$ cat src/rtl/train_sequencer.sv
`default_nettype none
// ============================================================================
// Module   : train_sequencer
// Brief    : Qualifies the four-way permit, sounds the departure bell, runs
//            the motor, and brakes on stop or on permit loss (latching a fault).
// Revision : 1.0 - initial release
// ============================================================================
module train_sequencer #(
    parameter int CHECK_CYCLES = 4,
    parameter int WARN_CYCLES  = 8,
    parameter int BRAKE_CYCLES = 6,
    parameter int CNT_W        = 8
) (
    input  logic       clk,
    input  logic       rst,
    input  logic       start,
    input  logic       stop,
    input  logic       A,
    input  logic       B,
    input  logic       C,
    input  logic       D,
    output logic       motor_en,
    output logic       brake,
    output logic       bell,
    output logic       fault,
    output logic [2:0] state
);

    typedef enum logic [2:0] {
        S_IDLE  = 3'd0,
        S_CHECK = 3'd1,
        S_WARN  = 3'd2,
        S_RUN   = 3'd3,
        S_BRAKE = 3'd4,
        S_FAULT = 3'd5
    } state_t;

    localparam logic [CNT_W-1:0] c_check_last = CNT_W'(CHECK_CYCLES - 1);
    localparam logic [CNT_W-1:0] c_warn_last  = CNT_W'(WARN_CYCLES - 1);
    localparam logic [CNT_W-1:0] c_brake_last = CNT_W'(BRAKE_CYCLES - 1);

    state_t           r_state;
    state_t           w_state_nxt;
    logic [CNT_W-1:0] r_cnt;
    logic [CNT_W-1:0] w_cnt_nxt;
    logic             r_flt_pend;
    logic             w_flt_pend_nxt;
    logic             w_permit;

    assign w_permit = A & B & C & D;
    assign state    = r_state;

    always_comb begin
        w_state_nxt    = r_state;
        w_cnt_nxt      = r_cnt;
        w_flt_pend_nxt = r_flt_pend;
        case (r_state)
            S_IDLE: begin
                if (!stop && start) w_state_nxt = S_CHECK;
            end
            S_CHECK: begin
                if (stop)                       w_state_nxt = S_IDLE;
                else if (!w_permit)             w_cnt_nxt   = '0;
                else if (r_cnt == c_check_last) w_state_nxt = S_WARN;
                else                            w_cnt_nxt   = r_cnt + CNT_W'(1);
            end
            S_WARN: begin
                if (stop)                      w_state_nxt = S_IDLE;
                else if (!w_permit)            w_state_nxt = S_CHECK;
                else if (r_cnt == c_warn_last) w_state_nxt = S_RUN;
                else                           w_cnt_nxt   = r_cnt + CNT_W'(1);
            end
            S_RUN: begin
                // Permit loss outranks a simultaneous stop so the fault is not lost.
                if (!w_permit) begin
                    w_state_nxt    = S_BRAKE;
                    w_flt_pend_nxt = 1'b1;
                end else if (stop) begin
                    w_state_nxt    = S_BRAKE;
                    w_flt_pend_nxt = 1'b0;
                end
            end
            S_BRAKE: begin
                if (r_cnt == c_brake_last) w_state_nxt = r_flt_pend ? S_FAULT : S_IDLE;
                else                       w_cnt_nxt   = r_cnt + CNT_W'(1);
            end
            S_FAULT: begin
                if (stop && w_permit) begin
                    w_state_nxt    = S_IDLE;
                    w_flt_pend_nxt = 1'b0;
                end
            end
            default: w_state_nxt = S_FAULT;
        endcase
        // The counter always starts from zero in a freshly entered state.
        if (w_state_nxt != r_state) w_cnt_nxt = '0;
    end

    always_ff @(posedge clk) begin
        if (rst) begin
            r_state    <= S_IDLE;
            r_cnt      <= '0;
            r_flt_pend <= 1'b0;
            motor_en   <= 1'b0;
            brake      <= 1'b1;
            bell       <= 1'b0;
            fault      <= 1'b0;
        end else begin
            r_state    <= w_state_nxt;
            r_cnt      <= w_cnt_nxt;
            r_flt_pend <= w_flt_pend_nxt;
            // Outputs are a registered decode of the current state, so they
            // trail the state register by one cycle and never see inputs directly.
            motor_en   <= (r_state == S_RUN);
            brake      <= (r_state != S_RUN);
            bell       <= (r_state == S_WARN);
            fault      <= (r_state == S_FAULT);
        end
    end

endmodule
`default_nettype wire
$ cat config.mk
export PLATFORM = sky130hd
export DESIGN_NAME = train_sequencer
export DESIGN_NICKNAME = d
export VERILOG_FILES = /design/src/rtl/train_sequencer.sv
export SDC_FILE = /design/constraint.sdc
export NUM_CORES = 1
export LEC_CHECK = 0
export CORE_MARGIN = 2
export CORE_UTILIZATION = 56
export CTS_BUF_LIST = sky130_fd_sc_hd__clkbuf_8
export DETAILED_ROUTE_END_ITERATION = 6
export PLACE_DENSITY = 0.81
export SYNTH_ARGS = -nofsm -noshare
export SYNTH_HDL_FRONTEND = slang
export SYNTH_SLANG_ARGS = --single-unit
$ cat constraint.sdc
create_clock -name clk -period 2.44 [get_ports clk]
set_input_delay 0.244 -clock clk [delete_from_list [all_inputs] [get_ports clk]]
set_output_delay 0.244 -clock clk [all_outputs]
set_load 0.01 [all_outputs]
==> results_dict.tcl, run 1 <==
set metrics [dict create \
    status "finished clean" \
    ir_drop_v 0.0002912 \
    synthArstFlopShare_pct 0 \
    drtPass1Iterations 4 \
    layout-drive-gt1-share_pct 15.71 \
    cts_buffers 3 \
    dpl.cell_count 162 \
    cp_max_fo 8 \
    final_common_cell "dfxtp_1" \
    fin_area_um2 1272 \
    clock_sinks 16 \
    setup_viol 0 \
    io_pins 15 \
    placed_area_um2 1231 \
    synth_nets 138 \
    finalMaxSlewViolations 0 \
    ys.warnings.count 0 \
    cts_tree "built" \
    detailroute.via_count 997 \
    clk_latency_ns 0.25 \
    start_kind "flip-flop" \
    wirelength_mm 2.341 \
    gr-total-overflow 0 \
    die_w_um 48.12 \
    core_um2 1783 \
    antenna_found_initial 0 \
    place_ws_ns 0.1467 \
    min_period_ns 2.222 \
    postRouteAntennaNets 0 \
    viasPerCell 6.042 \
    synth_area_leaders "dfxtp_1, a21oi_1, o21ai_0, nor2_1, buf_6" \
    cp.required_ns 2.62 \
    synthFlopType "dfxtp_1" \
    post_drt_wl_per_cell_um 14.19 \
    criticalPathCategory "flip-flop to flip-flop" \
    syn2layout_area_growth_pct 16.76 \
    path_clk_slew_ns 0.06 \
    std_cell_rows 15 \
    fin_skew_ns 0.001164 \
    ys_seq_area_share_pct 29.39 \
    syn_inst 128 \
    cap_viol_max_count 0 \
    diodes 0 \
    hold_buffers 0 \
    fin_ws_ns 0.2181 \
    final_cell_mix "dfxtp_1, clkdlybuf4s50_1, a21oi_1, nor2_1, o21ai_0" \
    route.detailed.drc 0 \
    final_cells 165 \
    clockBufferDepth 2 \
    cts-root-buf "clkbuf_8" \
    gp_congestion 0.8838 \
    worst_pin_slew_ns 0.5241 \
    synth_top_area_cell "dfxtp_1" \
    hold_violations 0 \
    syn_area_um2 1090 \
    finalSetupTns_ns 0 \
    drtIter0Drc 18 \
    fmax_ghz 0.4501 \
    relSlewSlack_pct 64.93 \
    crit_arrival_ns 2.40 \
    grt_pass1_wl_mm 3.919 \
    die-area_um2 2315 \
    p_per_area_nw_per_um2 442.7 \
    ys_types 49 \
    synth_edf_count 0 \
    start_util_pct 61.12 \
    dpl.hpwl_mm 1.709 \
    crit_path_end_kind "flip-flop" \
    grt_pass1_vias 904 \
    fin_util_pct 71.37 \
    die-height_um 48.12 \
    hold_path_class "flip-flop to flip-flop" \
    cts_setup_buffers 0 \
    nets 152 \
    post-route-period-util_pct 91.06 \
    h-tree-depth 1 \
    synth-seq-cells 16 \
    rsz0062_at_grt "false" \
    synth_area_per_cell_um2 8.514 \
    grt_max_degree 15 \
    p_leak_nw 0.4294 \
    ctsResizeCount 0 \
    synth.top_cell.area_share_pct 29.39 \
    grt_usage_pct 24.24 \
    io_buffers 14 \
]
[state kept, by name, summed over array words and instances, names as in the netlist]
name	count
brake	1
r_cnt	8
r_flt_pend	1
fault	1
state	3
motor_en	1
bell	1
[critical path, cell delays in order, from the launching register on]
cell and delay, ns:
dfxtp_1 0.38, ha_1 0.25, nor3b_1 0.27, and4b_4 0.31
nor4_2 0.05, a211oi_2 0.30, mux2_4 0.39, a211oi_2 0.19
[path summary, 6_finish.rpt]
| path | from | endpoint | slack, ns | depth (start not counted) |
|---|---|---|---|---|
| setup / recovery | r_cnt[0] | r_cnt[6] | 0.22 | 7 |
| hold / removal | r_cnt[1] | r_cnt[1] | 0.49 | 2 |
| setup reg to reg | r_cnt[0] | r_cnt[6] | 0.22 | 7 |
| hold reg to reg | r_cnt[1] | r_cnt[1] | 0.49 | 2 |
[layout make-up]
type | count | area (µm²)
Sequential cell | 16 | 320.3
Inverter | 5 | 18.77
Multi-Input combinational cell | 98 | 690.7
Tap cell | 25 | 31.28
Fill cell | 152 | 510.5
Clock buffer | 3 | 41.29
Timing Repair Buffer | 18 | 170.2
[logic make-up (layout without fill, tap and decap cells)]
kind of cell / count (synthesis) / after routing / share of synthesized area, %
xor+xnor: 1 / 1 / 0.8038
flops: 16 / 16 / 29.39
compound gates: 38 / 38 / 25.72
fa+ha+maj: 2 / 2 / 2.296
simple gates: 56 / 56 / 33.18
mux: 1 / 1 / 1.377
buf+inv: 14 / 26 / 7.233
[per-layer routing]
| layer | vias to the layer above | track usage (%) | part of all wire (%) |
|---|---|---|---|
| li1 | 501 | - | - |
| met4 | 0 | 11.89 | 1.9 |
| met2 | 21 | 37.07 | 44 |
| met3 | 5 | 4.444 | 3.7 |
| met5 | - | 0 | 0 |
| met1 | 470 | 32.74 | 50 |
[through the flow]
step,power (mW),hold slack [ns]
after floorplan,0.3430,0.4573
after global placement,0.3686,0.4780
after detailed placement,0.3699,0.4880
after CTS,0.5680,0.4936
after global routing,0.5876,0.5113
final,0.5634,0.4923
[synth_stat cells, types with 3 or more instances]
cell type and instances:
a21oi_1 10, and3_1 4, buf_2 3, buf_6 3, dfxtp_1 16, inv_1 5, nand2_1 8, nand2b_1 4
nand3_1 3, nor2_1 9, nor3_1 4, o21ai_0 9, or3_1 4, or4b_1 3
[power breakdown]
group / internal [mW] / leakage [nW] / switching, mW
Combinational: 0.0430 / 0.279 / 0.0511
Sequential: 0.264 / 0.129 / 0.00807
Clock: 0.110 / 0.0216 / 0.0874
Total: 0.417 / 0.429 / 0.147
Power figures use the tool's default switching activity.
==> inputs of run 2 (changes only) <==
--- a/config.mk
+++ b/config.mk
@@ -5,6 +5,7 @@
 export SDC_FILE = /design/constraint.sdc
 export NUM_CORES = 1
 export LEC_CHECK = 0
+export CAP_MARGIN = 20
 export CORE_MARGIN = 2
 export CORE_UTILIZATION = 56
 export CTS_BUF_LIST = sky130_fd_sc_hd__clkbuf_8
==> results of run 2 <==
No change in the layout: final DEF, timing and power equal those of run 1.
==> inputs of run 3 (changes only) <==
--- a/config.mk
+++ b/config.mk
@@ -5,12 +5,13 @@
 export SDC_FILE = /design/constraint.sdc
 export NUM_CORES = 1
 export LEC_CHECK = 0
+export ABC_AREA = 1
 export CAP_MARGIN = 20
 export CORE_MARGIN = 2
-export CORE_UTILIZATION = 56
+export CORE_UTILIZATION = 57
 export CTS_BUF_LIST = sky130_fd_sc_hd__clkbuf_8
 export DETAILED_ROUTE_END_ITERATION = 6
-export PLACE_DENSITY = 0.81
+export PLACE_DENSITY = 0.82
 export SYNTH_ARGS = -nofsm -noshare
 export SYNTH_HDL_FRONTEND = slang
 export SYNTH_SLANG_ARGS = --single-unit
==> run 3 against run 2 <==
Net effect: critical endpoint is now r_cnt[3]; cell count increased by 35%; sequential share of layout area decreased by 2.1 points; highest routed layer unchanged; die area increased by 6.3%; global-route usage increased by 0.74 points; non-clock buffer count decreased by 4; via count increased by 21%; area after synthesis increased by 8.8%.
==> results_dict.tcl, run 3 <==
set metrics [dict create \
    post-route-period-util_pct 72.22 \
    synth-seq-cells 16 \
    finalSetupTns_ns 0 \
    top_layer "met4" \
    cp_slowest_stage_delay_ns 0.41 \
    final_common_cell "nand2_1" \
    cts_buffers 3 \
    cts_setup_buffers 0 \
    crit_chain "ha_1, nand3_1, nor2_2, nor2_1, nor2_1, nor2_1, nand3_1, nand3_2, nor2_1" \
    p_comb_share_pct 11.6 \
    top_register "r_cnt" \
    switching_share_pct 23.04 \
    ctsResizeCount 0 \
    antenna_found_initial 0 \
    fin_ws_ns 0.6779 \
    syn2layout_area_growth_pct 16.98 \
    yosysMostFrequentCell "nand2_1" \
    viasPerCell 5.390 \
    io_pins 15 \
    syn_area_um2 1186 \
    clkPwrFrac_pct 41.1 \
    p_per_area_nw_per_um2 406.3 \
    drtIter0Drc 51 \
    clock_sinks 16 \
    ff2ff_path_depth 9 \
    route.detailed.drc 0 \
    ys_types 28 \
    hold_depth 2 \
    start_kind "flip-flop" \
    hold_buffers 0 \
    worst_pin_slew_ns 0.3449 \
    met1_length_mm 1.231 \
    place_ws_ns 0.4936 \
    crit_path_end_kind "flip-flop" \
    largest_register_ff_count 8 \
    hp-start "r_flt_pend" \
    crit_path_frequent_cell "nor2_1" \
    layout-drive-gt1-share_pct 13.27 \
    die_w_um 49.62 \
    dpl.hpwl_mm 2.210 \
    io_buffers 14 \
    r2r-start "r_cnt[0]" \
    postRouteAntennaNets 0 \
    fmax_ghz 0.5675 \
    drtPass1Iterations 4 \
    final_cell_mix "nand2_1, nor2_1, inv_1, nand3_1, dfxtp_1" \
    syn_inst 181 \
    synth_area_per_cell_um2 6.553 \
    p_leak_nw 0.5830 \
    ys_seq_area_share_pct 27.00 \
    final_cells 223 \
    p_int_uw 433.9 \
    setup_viol 0 \
    nets 207 \
    finalMaxSlewViolations 0 \
    reg2reg_to "r_cnt[3]" \
    ys.warnings.count 0 \
    grt_pass1_wl_mm 4.795 \
    gr-total-overflow 0 \
    synth_nets 191 \
    synthArstFlopShare_pct 0 \
    clockBufferDepth 2 \
    diodes 0 \
    synth_commonest_cells "nand2_1, nor2_1, inv_1" \
    synth_top_area_cell "dfxtp_1" \
    fin_skew_ns 0.001151 \
    status "finished clean" \
    grt_pass1_vias 1128 \
    min_period_ns 1.762 \
    critPathSlowestCell "dfxtp_1" \
    cts-root-buf "clkbuf_8" \
    core_um2 1962 \
    cp.required_ns 2.62 \
    hold_violations 0 \
    wirelength_mm 2.824 \
    relSlewSlack_pct 76.92 \
    synth_edf_count 0 \
    synth_area_leaders "dfxtp_1, nand2_1, nor2_1, inv_1, nand3_1" \
    post_drt_wl_per_cell_um 12.66 \
    cp_max_fo 8 \
    dpl.cell_count 219 \
    dr_wl_met2_mm 1.391 \
    cts_tree "built" \
    detailroute.via_count 1202 \
    path_clk_slew_ns 0.06 \
    wl_met3_um 165 \
    h-tree-depth 1 \
    synthFlopType "dfxtp_1" \
    hold_end "r_flt_pend" \
    cap_viol_max_count 0 \
    p_switching_uw 129.9 \
    grt_max_degree 10 \
    gp_congestion 0.9798 \
    rsz0062_at_grt "false" \
    ir_drop_v 0.0003892 \
    die-height_um 49.62 \
    r2r_slack_ns 0.68 \
    crit_arrival_ns 1.94 \
    criticalPathCategory "flip-flop to flip-flop" \
    synth.top_cell.area_share_pct 27.00 \
    std_cell_rows 16 \
    hold_path_class "flip-flop to flip-flop" \
    grt_usage_pct 24.98 \
    start_util_pct 60.46 \
    p_seq_share_pct 47.4 \
    die-area_um2 2462 \
    clk_latency_ns 0.25 \
]
==> run 3: cell types whose count changed after synthesis, moves of 9 or more <==
cell     before  now
o21ai_0       9    0
nand2_1       8   47
nor2_1        9   27
nand3_1       3   18
inv_1         5   26
==> run 3: area by class of cell <==
cell class                 instances  area, µm²
clock buffer                       4      55.05
timing repair buffer              14      140.1
fill                             175      574.3
tap                               27      33.78
multi-input combinational        134      733.2
inverter                          28      105.1
sequential                        16      320.3
==> run 3: how the worst max path moves through the flow <==
stage | cells past startpoint | slack (ns) | to | start
after CTS | 11 | 0.67 | r_cnt[3] | r_cnt[0]
after global routing | 9 | 0.46 | r_cnt[3] | r_cnt[0]
final | 9 | 0.68 | r_cnt[3] | r_cnt[0]
after global placement | 9 | 0.56 | r_cnt[1] | D
after detailed placement | 10 | 0.49 | r_cnt[3] | C
after floorplan | 11 | 0.95 | r_cnt[0] | r_cnt[0]
==> run 3: cells by family after synthesis <==
family	synth area share, %
adder cells (fa/ha/maj)	2.109
XOR/XNOR	2.216
AND/OR/NAND/NOR	47.89
AO/OA/AOI/OAI	9.600
buffers and inverters	11.18
flip-flops	27.00
==> run 3: critical path, delay by kind of cell (launching register included) <==
| family | cells | cell delay (ns) |
|---|---|---|
| simple gates | 8 | 1.01 |
| flops | 1 | 0.41 |
| fa+ha+maj | 1 | 0.28 |
==> run 3: metal layers <==
| metal | GRT usage (%) | vias to the layer above |
|---|---|---|
| li1 | - | 593 |
| met1 | 32.07 | 557 |
| met2 | 43.11 | 44 |
| met3 | 3.030 | 8 |
| met4 | 8.333 | 0 |
| met5 | 0 | - |
==> run 3: metrics by stage <==
step	area [µm²]	power (mW)	utilization (%)	hold slack (ns)
after global routing	1388	0.5857	70.73	0.5474
final	1388	0.5638	70.73	0.4859
after CTS	1388	0.5685	70.73	0.4841
after floorplan	1186	0.3145	-	0.3131
after detailed placement	1333	0.3374	67.92	0.4746
after global placement	1333	0.3356	67.92	0.4733
==> run 3: power groups by stage <==
stage	sequential [mW]	combinational (mW)	clock (mW)
final	0.267	0.0651	0.232
after global routing	0.267	0.0713	0.247
after CTS	0.267	0.0649	0.237
after detailed placement	0.273	0.0645	0
after global placement	0.273	0.0630	0
after floorplan	0.273	0.0418	0
==> variant: new RTL, settings of run 3 <==
Set the parameter `BRAKE_CYCLES` to 5 (it was 6).
--- a/src/rtl/train_sequencer.sv
+++ b/src/rtl/train_sequencer.sv
@@ -8,7 +8,7 @@
 module train_sequencer #(
     parameter int CHECK_CYCLES = 4,
     parameter int WARN_CYCLES  = 8,
-    parameter int BRAKE_CYCLES = 6,
+    parameter int BRAKE_CYCLES = 5,
     parameter int CNT_W        = 8
 ) (
     input  logic       clk,
Formal check against the unedited RTL: same outputs for any inputs over 10 cycles, from zero or initial values and one cycle with rst high; that may be too few to reach the edited logic, so the function may still have changed.
==> variant against run 3 <==
  * Wire length down 12%
  * Sequential cell count unchanged
  * Count of clock-buffer cells in the layout did not move
  * Clock skew is 0.0033 ns higher
  * Total power increased by 2.7%
  * Area after synthesis is 8.0% higher
  * Via count shrank 3.9%
  * Cell area increased by 6.9%
  * Synthesized cell count grew 1.1%
  * Largest cell class unchanged
  * Utilization shrank 2.3 points
  * Setup slack better by 0.086 ns
==> variant: results (changes against run 3) <==
Outcome
  – Status: complete, no violations

Layout
  – Area grow syn2layout: 15.82%
  – Post-route insts no fill: 226 (+1.3%)
  – Layout cells sized above 1: 0.2626 (+0.1300)
  – Layout Nets: 209 (+0.97%)
  – Fillers: 194 (+11%)

Timing
  – Slew @ Worst Pin: 0.3139 ns (-0.03100 ns)
  – Worst Clk Skew: 0.004421 ns (+0.003270 ns)

CTS
  – Clock buffer depth: 2 (unchanged)

Pwr
  – Leak: 0.5992 nW (+2.8%)
  – VDD IR-drop max: 0.3486 mV (-10%)
  – Int Pwr: 436.7 uW (+0.63%)

Drt
  – Initial DRC Count: 41 (-20%)
  – Via-to-Cell Ratio: 5.111 (-5.2%)

Placed design
  – Global placer's final weighted congestion: 0.9069 (-7.4%)
  – Port Buffer Count: 14 (unchanged)
  – Post-detail-place hpwl: 1985 um (-10%)
  – Placed cells: 222 (+1.4%)
  – Placed Area: 1429 um^2 (+7.2%)
  – Worst slack at placement: 0.5026 ns (+0.009021 ns)

Global route
  – Global Route Usage Sum: 0.2220 (-0.02782)
  – Global-route wire length before repair: 4436 um (-7.5%)
  – Vias in the first global route: 1,138 (+0.89%)

Yosys
  – Synth warn: 0 (unchanged)
  – Avg Cell Area, Syn: 7.001 um^2 (+6.8%)
  – Syn nets: 193 (+1.0%)
  – Synth area leaders: dfxtp_1 (25%), nand2_1 (13%), nand3_2 (7.0%)
  – Post-synth top cells: nand2_1 (45), inv_1 (24), dfxtp_1 (16), nor2_1 (15), nand3_1 (13)
  – Register area share after synthesis: 0.2500 (-0.02004)
  – Count of different cell masters after synthesis: 29 (+3.6%)
  – Ys async rst share: 0 (unchanged)

Worst setup path
  – Peak per-stage delay on the critical path: 0.33 ns (-0.08 ns)
  – Arrival @ worst endpoint: 1.86 ns (-0.08 ns)

Flow run
  – Max Cap Viol: 0 (unchanged)
==> variant: kinds of logic (layout without fill, tap and decap cells) <==
kind of cell    after synthesis  in the layout  share of synthesized area
compound gates               15             15                    0.07716
xor+xnor                      3              3                    0.02051
buf+inv                      31             46                     0.1035
simple gates                116            116                     0.5293
flops                        16             16                     0.2500
fa+ha+maj                     2              2                    0.01953
==> variant: final cells by class <==
cell class                      instances  area share
Tap cell                               28     0.02361
Clock buffer                            4     0.03710
Multi-Input combinational cell        136      0.5582
Timing Repair Buffer                   14     0.09444
Inverter                               28     0.07083
Sequential cell                        16      0.2159
==> variant: power by group through the flow <==
stage               Clock [mW]  Sequential [mW]  Combinational, mW
CTS                      0.248            0.267             0.0753
floorplan                    0            0.273             0.0515
global placement             0            0.273             0.0729
finish                   0.238            0.267             0.0742
detailed placement           0            0.273             0.0748
global route             0.256            0.267             0.0819
==> variant: final timing paths <==
kind              start         end  slack, ns  depth (start not counted)
max            r_cnt[0]    r_cnt[5]       0.76                         12
min          r_flt_pend  r_flt_pend       0.49                          2
max reg2reg    r_cnt[0]    r_cnt[5]       0.76                         12
min reg2reg  r_flt_pend  r_flt_pend       0.49                          2
==> variant: per-layer routing <==
layer	routed length (um)	share of wire	vias up	GRT usage
met5	0	0	-	0
met3	110	0.044	9	0.03801
li1	-	-	598	-
met4	61	0.025	0	0.1316
met1	999	0.40	515	0.2234
met2	1309	0.53	33	0.4188
==> variant: critical path, delay by kind of cell, from the launching register on <==
family,cells,cell delay [ns]
buffers and inverters,1,0.09
adders and majority gates,1,0.17
DFF,1,0.33
and+or+nand+nor,10,1.01
